===== src/rtl/multicycle_control_if.sv =====
// Control/status bundle between the multicycle_control FSM and the RV32I datapath.
// MC_PERF_CNT_EN adds the cycle/instret performance counter outputs.
interface multicycle_control_if;
  logic [6:0]  opcode;
  logic [2:0]  funct3;
  logic        branch_taken;
  logic        mem_ready;
  logic        pc_we;
  logic [1:0]  pc_sel;
  logic        ir_we;
  logic        mem_req;
  logic        mem_we;
  logic        addr_sel;
  logic        rf_we;
  logic [1:0]  wb_sel;
  logic [1:0]  alu_a_sel;
  logic        alu_b_sel;
  logic [1:0]  alu_mode;
  logic        halted;
  logic [1:0]  halt_cause;
`ifdef MC_PERF_CNT_EN
  logic [31:0] cycle_cnt;
  logic [31:0] instret_cnt;
`endif

  modport master (
    input  opcode, funct3, branch_taken, mem_ready,
    output pc_we, pc_sel, ir_we, mem_req, mem_we, addr_sel, rf_we, wb_sel,
    output alu_a_sel, alu_b_sel, alu_mode, halted, halt_cause
`ifdef MC_PERF_CNT_EN
    , output cycle_cnt, instret_cnt
`endif
  );

  modport slave (
    output opcode, funct3, branch_taken, mem_ready,
    input  pc_we, pc_sel, ir_we, mem_req, mem_we, addr_sel, rf_we, wb_sel,
    input  alu_a_sel, alu_b_sel, alu_mode, halted, halt_cause
`ifdef MC_PERF_CNT_EN
    , input cycle_cnt, instret_cnt
`endif
  );
endinterface


===== src/rtl/multicycle_control.sv =====
// Moore-style sequencer for the multi-cycle RV32I datapath (FETCH/DECODE/EXEC/MEM/WB/HALT).
// Define MC_PERF_CNT_EN to add the cycle_cnt/instret_cnt performance counters.
module multicycle_control #(
  parameter int unsigned TIMEOUT_CYCLES = 0,
  parameter int unsigned TO_W           = 16
) (
  input logic                 clk,
  input logic                 rst_n,
  multicycle_control_if.master bus
);

  typedef enum logic [2:0] {
    S_FETCH  = 3'd0,
    S_DECODE = 3'd1,
    S_EXEC   = 3'd2,
    S_MEM    = 3'd3,
    S_WB     = 3'd4,
    S_HALT   = 3'd5
  } state_t;

  typedef enum logic [3:0] {
    C_RTYPE   = 4'd0,
    C_ALUI    = 4'd1,
    C_LOAD    = 4'd2,
    C_STORE   = 4'd3,
    C_BRANCH  = 4'd4,
    C_LUI     = 4'd5,
    C_AUIPC   = 4'd6,
    C_JAL     = 4'd7,
    C_JALR    = 4'd8,
    C_FENCE   = 4'd9,
    C_SYSTEM  = 4'd10,
    C_ILLEGAL = 4'd11
  } cls_t;

  localparam logic [1:0] CAUSE_ILLEGAL = 2'd1;
  localparam logic [1:0] CAUSE_SYSTEM  = 2'd2;
  localparam logic [1:0] CAUSE_TIMEOUT = 2'd3;
  localparam logic [1:0] ALU_ADD       = 2'd0;
  localparam logic [1:0] ALU_FUNCT     = 2'd1;
  localparam logic [1:0] ALU_COMPARE   = 2'd2;

  localparam bit             TO_EN   = (TIMEOUT_CYCLES != 0);
  localparam logic [TO_W-1:0] TO_LAST = TO_EN ? TO_W'(TIMEOUT_CYCLES - 1) : '0;

  state_t          r_state;
  state_t          w_next_state;
  logic [1:0]      r_halt_cause;
  logic [1:0]      w_next_cause;
  logic [TO_W-1:0] r_to_cnt;
  cls_t            w_cls;
  logic            w_to_expire;

  logic       w_pc_we;
  logic [1:0] w_pc_sel;
  logic       w_ir_we;
  logic       w_mem_req;
  logic       w_mem_we;
  logic       w_addr_sel;
  logic       w_rf_we;
  logic [1:0] w_wb_sel;
  logic [1:0] w_alu_a_sel;
  logic       w_alu_b_sel;
  logic [1:0] w_alu_mode;
  logic       w_halted;
  logic [1:0] w_halt_cause;

  // funct3/funct7 are consumed by the ALU itself when alu_mode selects FUNCT
  logic w_unused_funct3;
  assign w_unused_funct3 = ^bus.funct3;

  always_comb begin
    w_cls = C_ILLEGAL;
    case (bus.opcode)
      7'b0110011: w_cls = C_RTYPE;
      7'b0010011: w_cls = C_ALUI;
      7'b0000011: w_cls = C_LOAD;
      7'b0100011: w_cls = C_STORE;
      7'b1100011: w_cls = C_BRANCH;
      7'b0110111: w_cls = C_LUI;
      7'b0010111: w_cls = C_AUIPC;
      7'b1101111: w_cls = C_JAL;
      7'b1100111: w_cls = C_JALR;
      7'b0001111: w_cls = C_FENCE;
      7'b1110011: w_cls = C_SYSTEM;
      default:    w_cls = C_ILLEGAL;
    endcase
  end

  // A late mem_ready on the last allowed wait cycle still wins over the timeout
  always_comb begin
    if (TO_EN && !bus.mem_ready && (r_to_cnt == TO_LAST)) begin
      w_to_expire = 1'b1;
    end else begin
      w_to_expire = 1'b0;
    end
  end

  always_ff @(posedge clk) begin
    if (!rst_n) begin
      r_state      <= S_FETCH;
      r_halt_cause <= 2'd0;
      r_to_cnt     <= '0;
    end else begin
      r_state      <= w_next_state;
      r_halt_cause <= w_next_cause;
      if (w_next_state != r_state) begin
        r_to_cnt <= '0;
      end else if (((r_state == S_FETCH) || (r_state == S_MEM)) && !bus.mem_ready) begin
        r_to_cnt <= r_to_cnt + TO_W'(1);
      end else begin
        r_to_cnt <= r_to_cnt;
      end
    end
  end

  always_comb begin
    w_next_state = r_state;
    w_next_cause = r_halt_cause;
    case (r_state)
      S_FETCH: begin
        if (bus.mem_ready) begin
          w_next_state = S_DECODE;
        end else if (w_to_expire) begin
          w_next_state = S_HALT;
          w_next_cause = CAUSE_TIMEOUT;
        end else begin
          w_next_state = S_FETCH;
        end
      end
      S_DECODE: begin
        case (w_cls)
          C_SYSTEM: begin
            w_next_state = S_HALT;
            w_next_cause = CAUSE_SYSTEM;
          end
          C_ILLEGAL: begin
            w_next_state = S_HALT;
            w_next_cause = CAUSE_ILLEGAL;
          end
          default: w_next_state = S_EXEC;
        endcase
      end
      S_EXEC: begin
        case (w_cls)
          C_LOAD, C_STORE:   w_next_state = S_MEM;
          C_BRANCH, C_FENCE: w_next_state = S_FETCH;
          default:           w_next_state = S_WB;
        endcase
      end
      S_MEM: begin
        if (bus.mem_ready) begin
          w_next_state = (w_cls == C_LOAD) ? S_WB : S_FETCH;
        end else if (w_to_expire) begin
          w_next_state = S_HALT;
          w_next_cause = CAUSE_TIMEOUT;
        end else begin
          w_next_state = S_MEM;
        end
      end
      S_WB:    w_next_state = S_FETCH;
      S_HALT:  w_next_state = S_HALT;
      default: w_next_state = S_FETCH;
    endcase
  end

  always_comb begin
    w_pc_we      = 1'b0;
    w_pc_sel     = 2'd0;
    w_ir_we      = 1'b0;
    w_mem_req    = 1'b0;
    w_mem_we     = 1'b0;
    w_addr_sel   = 1'b0;
    w_rf_we      = 1'b0;
    w_wb_sel     = 2'd0;
    w_alu_a_sel  = 2'd0;
    w_alu_b_sel  = 1'b0;
    w_alu_mode   = ALU_ADD;
    w_halted     = 1'b0;
    w_halt_cause = 2'd0;
    case (r_state)
      S_FETCH: begin
        w_mem_req = 1'b1;
        w_ir_we   = bus.mem_ready;
      end
      S_DECODE: begin
      end
      S_EXEC: begin
        case (w_cls)
          C_RTYPE: w_alu_mode = ALU_FUNCT;
          C_ALUI: begin
            w_alu_b_sel = 1'b1;
            w_alu_mode  = ALU_FUNCT;
          end
          C_LOAD, C_STORE, C_JALR: w_alu_b_sel = 1'b1;
          C_AUIPC: begin
            w_alu_a_sel = 2'd1;
            w_alu_b_sel = 1'b1;
          end
          C_BRANCH: begin
            w_alu_mode = ALU_COMPARE;
            w_pc_we    = 1'b1;
            w_pc_sel   = bus.branch_taken ? 2'd1 : 2'd0;
          end
          C_FENCE: w_pc_we = 1'b1;
          default: begin
          end
        endcase
      end
      S_MEM: begin
        w_mem_req   = 1'b1;
        w_addr_sel  = 1'b1;
        w_alu_b_sel = 1'b1;
        w_mem_we    = (w_cls == C_STORE);
        w_pc_we     = (w_cls == C_STORE) && bus.mem_ready;
      end
      S_WB: begin
        w_rf_we = 1'b1;
        w_pc_we = 1'b1;
        case (w_cls)
          C_LOAD: w_wb_sel = 2'd1;
          C_JAL: begin
            w_wb_sel = 2'd2;
            w_pc_sel = 2'd1;
          end
          C_JALR: begin
            w_wb_sel    = 2'd2;
            w_pc_sel    = 2'd2;
            w_alu_b_sel = 1'b1;
          end
          C_LUI:   w_wb_sel = 2'd3;
          default: w_wb_sel = 2'd0;
        endcase
      end
      S_HALT: begin
        w_halted     = 1'b1;
        w_halt_cause = r_halt_cause;
      end
      default: begin
      end
    endcase
  end

  // Reset cycle silences every output so no partial write escapes an abort
  assign bus.pc_we      = rst_n & w_pc_we;
  assign bus.pc_sel     = rst_n ? w_pc_sel : 2'd0;
  assign bus.ir_we      = rst_n & w_ir_we;
  assign bus.mem_req    = rst_n & w_mem_req;
  assign bus.mem_we     = rst_n & w_mem_we;
  assign bus.addr_sel   = rst_n & w_addr_sel;
  assign bus.rf_we      = rst_n & w_rf_we;
  assign bus.wb_sel     = rst_n ? w_wb_sel : 2'd0;
  assign bus.alu_a_sel  = rst_n ? w_alu_a_sel : 2'd0;
  assign bus.alu_b_sel  = rst_n & w_alu_b_sel;
  assign bus.alu_mode   = rst_n ? w_alu_mode : 2'd0;
  assign bus.halted     = rst_n & w_halted;
  assign bus.halt_cause = rst_n ? w_halt_cause : 2'd0;

`ifdef MC_PERF_CNT_EN
  logic [31:0] r_cycle_cnt;
  logic [31:0] r_instret_cnt;

  // Retired instructions are counted on their single pc_we cycle
  always_ff @(posedge clk) begin
    if (!rst_n) begin
      r_cycle_cnt   <= 32'd0;
      r_instret_cnt <= 32'd0;
    end else begin
      if (r_state != S_HALT) begin
        r_cycle_cnt <= r_cycle_cnt + 32'd1;
      end else begin
        r_cycle_cnt <= r_cycle_cnt;
      end
      if (w_pc_we) begin
        r_instret_cnt <= r_instret_cnt + 32'd1;
      end else begin
        r_instret_cnt <= r_instret_cnt;
      end
    end
  end

  assign bus.cycle_cnt   = rst_n ? r_cycle_cnt : 32'd0;
  assign bus.instret_cnt = rst_n ? r_instret_cnt : 32'd0;
`endif

endmodule


===== src/flat_wrapper.sv =====
// flat-port wrapper written by rule: the top's interface ports become plain ports
module multicycle_control_flat 
#(
  parameter int unsigned TIMEOUT_CYCLES = 0,
  parameter int unsigned TO_W           = 16
)
  (clk, rst_n, bus_opcode, bus_funct3, bus_branch_taken, bus_mem_ready, bus_pc_we, bus_pc_sel, bus_ir_we, bus_mem_req, bus_mem_we, bus_addr_sel, bus_rf_we, bus_wb_sel, bus_alu_a_sel, bus_alu_b_sel, bus_alu_mode, bus_halted, bus_halt_cause);
  multicycle_control_if bus_i ();
  input logic clk;
  input logic rst_n;
  input wire logic [$bits(bus_i.opcode)-1:0] bus_opcode;
  input wire logic [$bits(bus_i.funct3)-1:0] bus_funct3;
  input wire logic [$bits(bus_i.branch_taken)-1:0] bus_branch_taken;
  input wire logic [$bits(bus_i.mem_ready)-1:0] bus_mem_ready;
  output wire logic [$bits(bus_i.pc_we)-1:0] bus_pc_we;
  output wire logic [$bits(bus_i.pc_sel)-1:0] bus_pc_sel;
  output wire logic [$bits(bus_i.ir_we)-1:0] bus_ir_we;
  output wire logic [$bits(bus_i.mem_req)-1:0] bus_mem_req;
  output wire logic [$bits(bus_i.mem_we)-1:0] bus_mem_we;
  output wire logic [$bits(bus_i.addr_sel)-1:0] bus_addr_sel;
  output wire logic [$bits(bus_i.rf_we)-1:0] bus_rf_we;
  output wire logic [$bits(bus_i.wb_sel)-1:0] bus_wb_sel;
  output wire logic [$bits(bus_i.alu_a_sel)-1:0] bus_alu_a_sel;
  output wire logic [$bits(bus_i.alu_b_sel)-1:0] bus_alu_b_sel;
  output wire logic [$bits(bus_i.alu_mode)-1:0] bus_alu_mode;
  output wire logic [$bits(bus_i.halted)-1:0] bus_halted;
  output wire logic [$bits(bus_i.halt_cause)-1:0] bus_halt_cause;
  assign bus_i.opcode = bus_opcode;
  assign bus_i.funct3 = bus_funct3;
  assign bus_i.branch_taken = bus_branch_taken;
  assign bus_i.mem_ready = bus_mem_ready;
  assign bus_pc_we = bus_i.pc_we;
  assign bus_pc_sel = bus_i.pc_sel;
  assign bus_ir_we = bus_i.ir_we;
  assign bus_mem_req = bus_i.mem_req;
  assign bus_mem_we = bus_i.mem_we;
  assign bus_addr_sel = bus_i.addr_sel;
  assign bus_rf_we = bus_i.rf_we;
  assign bus_wb_sel = bus_i.wb_sel;
  assign bus_alu_a_sel = bus_i.alu_a_sel;
  assign bus_alu_b_sel = bus_i.alu_b_sel;
  assign bus_alu_mode = bus_i.alu_mode;
  assign bus_halted = bus_i.halted;
  assign bus_halt_cause = bus_i.halt_cause;
  multicycle_control #(.TIMEOUT_CYCLES(TIMEOUT_CYCLES), .TO_W(TO_W)) u_core (.clk(clk), .rst_n(rst_n), .bus(bus_i));
endmodule

===== config.mk =====
export PLATFORM = sky130hd
export DESIGN_NAME = multicycle_control_flat
export DESIGN_NICKNAME = d
export VERILOG_FILES = /design/src/rtl/multicycle_control_if.sv /design/src/rtl/multicycle_control.sv /design/src/flat_wrapper.sv
export SDC_FILE = /design/constraint.sdc
export NUM_CORES = 1
export LEC_CHECK = 0
export ABC_AREA = 0
export CORE_UTILIZATION = 44
export DETAILED_ROUTE_END_ITERATION = 7
export PLACE_DENSITY_LB_ADDON = 0.1
export SLEW_MARGIN = 20
export SYNTH_ARGS = -nofsm -noshare
export SYNTH_HDL_FRONTEND = slang
export SYNTH_SLANG_ARGS = --single-unit

===== constraint.sdc =====
create_clock -name clk -period 3.55 [get_ports clk]
set_input_delay 0.5325 -clock clk [delete_from_list [all_inputs] [get_ports clk]]
set_output_delay 0.5325 -clock clk [all_outputs]
set_load 0.02 [all_outputs]

# After elaboration in Yosys (flattened, before gate mapping)
# Cells that the tools add are included.
[word_totals] register_bits=5 latchBits=0 ramBits=0 mem_bits_ro=0 inputBits=14 output_inout_bits=18 wordCells=84 memories=0
[classes] addsub=0 multipliers=0 div_mod_pow=0 magnitude_cmp=0 eq_ne=27 shift=0 mux=35 n_bitwise=8 n_reduce_logical=12
[ops] cell="case mux 4 bit (11 select lines)" count=1
[ops] cell="equality test 7 bit, second input constant" count=4
[ops] cell="equality test 7 x 6 -> 1 bit, second input constant" count=3
[ops] cell="2-to-1 mux 2 bit" count=10
[ops] cell="equality test 4 x 3 -> 1 bit, second input constant" count=4
[ops] cell="equality test 4 bit, second input constant" count=4
[ops] cell="case mux 2 bit (2 select lines)" count=4
[ops] cell="case mux 3 bit (5 select lines)" count=1
[ops] cell="equality test 7 x 5 -> 1 bit, second input constant" count=2
[ops] cell="2-to-1 mux 1 bit" count=12
[ops] cell="OR reduction 2 bit" count=6
[ops] cell="2-to-1 mux 3 bit" count=3
[ops] cell="bitwise AND 1 bit" count=8
[ops] cell="equality test 4 x 2 -> 1 bit, second input constant" count=2
[ops] cell="equality test 7 x 2 -> 1 bit, second input constant" count=1
[ops] cell="equality test 7 x 4 -> 1 bit, second input constant" count=1
[ops] cell="equality test 3 x 2 -> 1 bit, second input constant" count=2
[ops] cell="equality test 3 bit, second input constant" count=2
[ops] cell="case mux 1 bit (3 select lines)" count=2
[ops] cell="case mux 2 bit (3 select lines)" count=1
[ops] cell="case mux 3 bit (2 select lines)" count=1
[ops] cell="OR reduction 5 bit" count=1
[ops] cell="equality test 4 x 1 -> 1 bit, second input constant" count=1
[ops] cell="logical NOT 4 bit" count=1
[ops] cell="other kinds (5)" count=5

# Depth between registers and ports, before layout
# Gate-level depths: netlist of run 1.
[depth] ltp_word=7 ltp_mapped=6 depth_no_buf=4

# Least setup slack after synthesis of run 1
# OpenSTA, ideal clock, no wires.
[synth_timing] path_type="input port to output port" startpoint="input port bus_opcode[4]" endpoint="output port bus_pc_sel[0]" arrival_time_ns=1.927 required_time_ns=3.017 path_slack_ns=1.091 stages=4 path_buffers=0 cell_sequence="nand3b_1 -> nor3_1 -> nor3b_1 -> a21o_1"
[synth_via] elab_chain_cells=6 word_cells_on_any_way=19 classes_between="eq/ne (14); mux (5)"
[synth_lines] element="from (decl)" line_no="flat_wrapper.sv:11" rtl="input wire logic [$bits(bus_i.opcode)-1:0] bus_opcode;"
[synth_lines] element="equality test 7 bit, or another cell as far along" line_no="multicycle_control.sv:74" rtl="case (bus.opcode)"
[synth_lines] element="case mux 4 bit (11 select lines) *" line_no="multicycle_control.sv:74"
[synth_lines] element="equality test 4 bit, or another cell as far along" line_no="multicycle_control.sv:220" rtl="case (w_cls)"
[synth_lines] element="case mux 2 bit (2 select lines) or 2-to-1 mux 2 bit (tied branches)" line_no="multicycle_control.sv:220, multicycle_control.sv:189"
[synth_lines] element="case mux 2 bit (2 select lines) *" line_no="multicycle_control.sv:181" rtl="case (r_state)"
[synth_lines] element="2-to-1 mux 2 bit *" line_no="multicycle_control.sv:246" rtl="assign bus.pc_sel = rst_n ? w_pc_sel : 2'd0;"
[synth_lines] element="to (decl)" line_no="flat_wrapper.sv:16" rtl="output wire logic [$bits(bus_i.pc_sel)-1:0] bus_pc_sel;"
# Every way passes the cells marked *; elsewhere a longest branch is shown, timed or not.

# Final worst setup path of run 1
[layout_timing] startpoint="input port bus_opcode[6]" endpoint="output port bus_pc_sel[0]"
# The elaborated chain is that of the path after synthesis.

==> summary by stage, run 1 <==
Route
The number of search-and-repair iterations in the first detailed-routing pass is 6. In the final routed layout, each cell accounts on average for 13.1 um. The wire length after detailed routing is between 1.5 and 2 mm. In this run the remaining antenna-violating nets after routing total 0. The remaining design rule violation count is 0. The final route contains 920 vias. The first routing iteration left 18 violations. Using the TritonRoute via totals, the vias-per-cell ratio works out to ~6.1.

Worst setup path
The endpoint kind of the worst setup timing path is an output port. The cell repeated most along the worst path is sky130_fd_sc_hd__clkdlybuf4s50_1. The biggest fanout along the worst timing path is 7. STA classifies the critical path startpoint as an input pin. On the worst path, the slowest cell contributes a delay of a little under 600 ps. The buffering stage count on the worst path with inverters included is 2. The slowest stage of the critical path is the sky130_fd_sc_hd__clkdlybuf4s50_1 cell. The signal on the critical path passes through clkdlybuf4s50_1 > or2_4 > mux2_2 > a2111oi_0 > a21o_1 > clkdlybuf4s50_1. The kind of cell with the highest combined delay along the critical path is buffers and inverters. Data on the critical path arrives at its endpoint at 2700 ps. The worst setup path is of the input pin to output port kind. At the worst endpoint, the required time is approximately 3000 ps.

Logic synthesis
The largest family of logic cells by synthesized area is simple AND/OR/NAND/NOR gates. The Yosys step of the flow raised 0 warnings. The post-synthesis sequential element count is 5. The post-synthesis sequential area ratio is 0.139. The commonest register cell after synthesis is sky130_fd_sc_hd__dfxtp_1. A synthesized cell averages 6.94 um2. In this run the cell area of the synthesized design comes to just over 700 um2.

The fraction of the mapped netlist area in simple logic gates is 0.423. Of the total synthesized cell area, the portion taken by full adders, half adders and majority gates is 0. The area fraction in compound gates after synthesis is 0.307.

Measured against the total synthesized area, the mux share comes to 0.0295. Yosys mapped a number of flops with a built-in enable equal to 0. The xor/xnor share of the synthesized area is 0.

The share of async-settable or async-resettable flops after synthesis is 0. Synthesis handed over a netlist of 104 instances. The total nets after synthesis is 118. The unique cell type count in the Yosys netlist is 47.

STA
The count of final hold-check violations was 0. Setup repair after global routing left no endpoint under its margin. The final-report max-slew violation count came to 0. For this run, the top clock speed supported by timing is ~0.31 GHz.

The share of the cycle needed by the critical path after routing is 0.910. Clock skew on the completed layout was measured at 3.26 ps. The total negative setup slack is 0 ps. The post-layout minimum cycle time is between 3000 and 4000 ps.

Setup violations remaining at the end of the flow were counted as 0.

Power
The switching part of the total power is 0.382. VDD sags by at most about 300 uV. The power density relative to cell area is 257 nW/um2.

The portion of total power attributed to sequential cells is 0.291. Internal power comes to 0.166 mW. The switching component of the power is 0.102 mW. In this run the static leakage power is 0.401 nW.

Of the total power, the clock network draws 0.241. Power comes to approximately 0.27 mW. Of the total power, combinational logic draws 0.468.

Clocking
The cell sitting at the root of the clock tree is a sky130_fd_sc_hd__clkbuf_4. TritonCTS built the clock tree. The post-cts repair resize count is 0. The post-cts hold buffer count is 0. The number of clock sinks is 5. The number of buffers on the longest clock path is 2.

Clock latency on the worst-skew pair, taken at its later pin, is 240 ps. Buffers added to address setup during post-CTS repair amount to 0. The clock slew seen by the registers of the worst setup and hold paths is roughly 40 ps.

The maximum level of the CTS H-tree is 1. The number of buffers inserted during clock tree synthesis is 3.

Global routing
The total overflow left after global routing is 0. The first global-routing pass estimated 3.28 mm of wire. For this run, the total global-route usage over all layers was measured as 0.226. Entering global routing, the biggest net connects 12 pins.

The number of global-route vias before repair is 760. The initial antenna violation count came to 0.

Run status
The flow ran to the end, and the final reports show no timing, DRC or antenna violations.

Layout
The layout filler cell count is 156. In the final layout, the share of cells above drive strength 1 is 0.112. The leading cell type in the layout, fill and taps excluded is sky130_fd_sc_hd__clkdlybuf4s50_1. The number of antenna repair diodes is 0. From synthesis to final layout, the design area changed by 44.5%. The post-layout utilization of the core is 0.685.

The number of nets in the final layout is roughly 150. Leaving out fill and tap cells, the most frequent cells in the layout are sky130_fd_sc_hd__clkdlybuf4s50_1 (27), sky130_fd_sc_hd__nor2_1 (9), sky130_fd_sc_hd__nand2_1 (8).

Die
The floorplan die width is ~43 um. The cell row count is 14. The die covers 1810 um2.

The region available for standard cell placement spans 1520 um2. The height of the die is 42.5 um. The initial utilization of the core area, before any placement, comes to 0.474. Pin placement for this block handled 32 I/O pins.

Placed design
In this run the tool buffered the top-level ports with 27 buffer cells. Routability-driven placement finished with a final weighted congestion of 0.863. Summed over all nets, the half-perimeter wirelength after detailed placement is 1.53 mm.

Min path
The class of the tightest hold or removal check is flop to flop.

Flow run
The max-cap check violation count is 0.
routing by layer:
metal  GRT usage  vias up  part of all wire
li1            -      452                 -
met1       0.331      410              0.48
met2       0.335       56              0.41
met3      0.0690        2              0.10
met4      0.0250        0            0.0071
met5           0        -                 0
tightest hold or removal path, stage by stage (launching register included):
cell and delay, ps:
sky130_fd_sc_hd__dfxtp_1 290, sky130_fd_sc_hd__inv_1 60, sky130_fd_sc_hd__a221oi_1 80
path summary, 6_finish.rpt:
| kind | startpoint | end | slack, ps | depth (start not counted) |
|---|---|---|---|---|
| worst max-delay path | bus_opcode[6] | bus_pc_sel[0] | 320 | 6 |
| worst max register to register | u_core.r_state[1] | u_core.r_halt_cause[0] | 1900 | 4 |
| worst min register to register | u_core.r_halt_cause[0] | u_core.r_halt_cause[0] | 490 | 2 |
| worst min-delay path | u_core.r_halt_cause[0] | u_core.r_halt_cause[0] | 490 | 2 |
synthesized netlist by cell type (2+ instances only):
master                     instances  area, um2
sky130_fd_sc_hd__buf_2             2       10.0
sky130_fd_sc_hd__a211o_1           2       17.5
sky130_fd_sc_hd__nor2_1            9       33.8
sky130_fd_sc_hd__nand2b_1          4       25.0
sky130_fd_sc_hd__dfxtp_1           5        100
sky130_fd_sc_hd__a211oi_1          2       15.0
sky130_fd_sc_hd__o21ai_0           4       20.0
sky130_fd_sc_hd__a21o_1            2       15.0
sky130_fd_sc_hd__nor2b_1           4       25.0
sky130_fd_sc_hd__nand2_1           8       30.0
sky130_fd_sc_hd__inv_1             5       18.8
sky130_fd_sc_hd__buf_4             2       15.0
sky130_fd_sc_hd__nand3b_1          3       22.5
sky130_fd_sc_hd__nor3_1            6       30.0
sky130_fd_sc_hd__nand3_1           3       15.0
sky130_fd_sc_hd__a21oi_1           6       30.0
sky130_fd_sc_hd__nor3b_1           2       15.0
sky130_fd_sc_hd__or4_1             2       15.0
sky130_fd_sc_hd__and3_1            3       18.8
sky130_fd_sc_hd__clkbuf_1          3       11.3
flip-flops by register name, summed over array words and instances (netlist names):
name / flops
u_core.r_halt_cause: 2
u_core.r_state: 3
layout make-up:
class,instances,area [um2],share of cell area
tap,16,20.0,0.0192
clock buffer,4,26.3,0.0252
sequential,5,100,0.0959
multi-input combinational,85,552,0.529
inverter,6,22.5,0.0216
timing repair buffer,34,323,0.309
power by group through the flow:
| stage | logic (mW) | clock network [mW] | registers, mW |
|---|---|---|---|
| global placement | 0.122 | 0 | 0.0784 |
| global route | 0.137 | 0.0716 | 0.0797 |
| CTS | 0.125 | 0.0682 | 0.0778 |
| detailed placement | 0.124 | 0 | 0.0788 |
| floorplan | 0.0866 | 0 | 0.0717 |
| finish | 0.125 | 0.0647 | 0.0780 |
kinds of logic (layout without fill, tap and decap cells):
logic type      Yosys count  in the layout
flops                     5              5
buf+inv                  14             44
simple gates             53             53
other cells               1              1
mux                       2              2
compound gates           29             29
stage by stage:
step	setup WS [ps]	instances	hold slack [ps]	area [um2]
6_report	320	150	488	1040
3_3_place_gp	307	146	474	1020
2_1_floorplan	1090	104	448	722
5_1_grt	171	150	509	1040
3_5_place_dp	308	146	485	1020
4_1_cts	293	150	497	1040
Power figures use the tool's default switching activity.
==> run 2: changes to the inputs <==
Settings changed: CAP_MARGIN from default to 20.
==> results of run 2 <==
No change in the layout: final DEF, timing and power equal those of run 1.
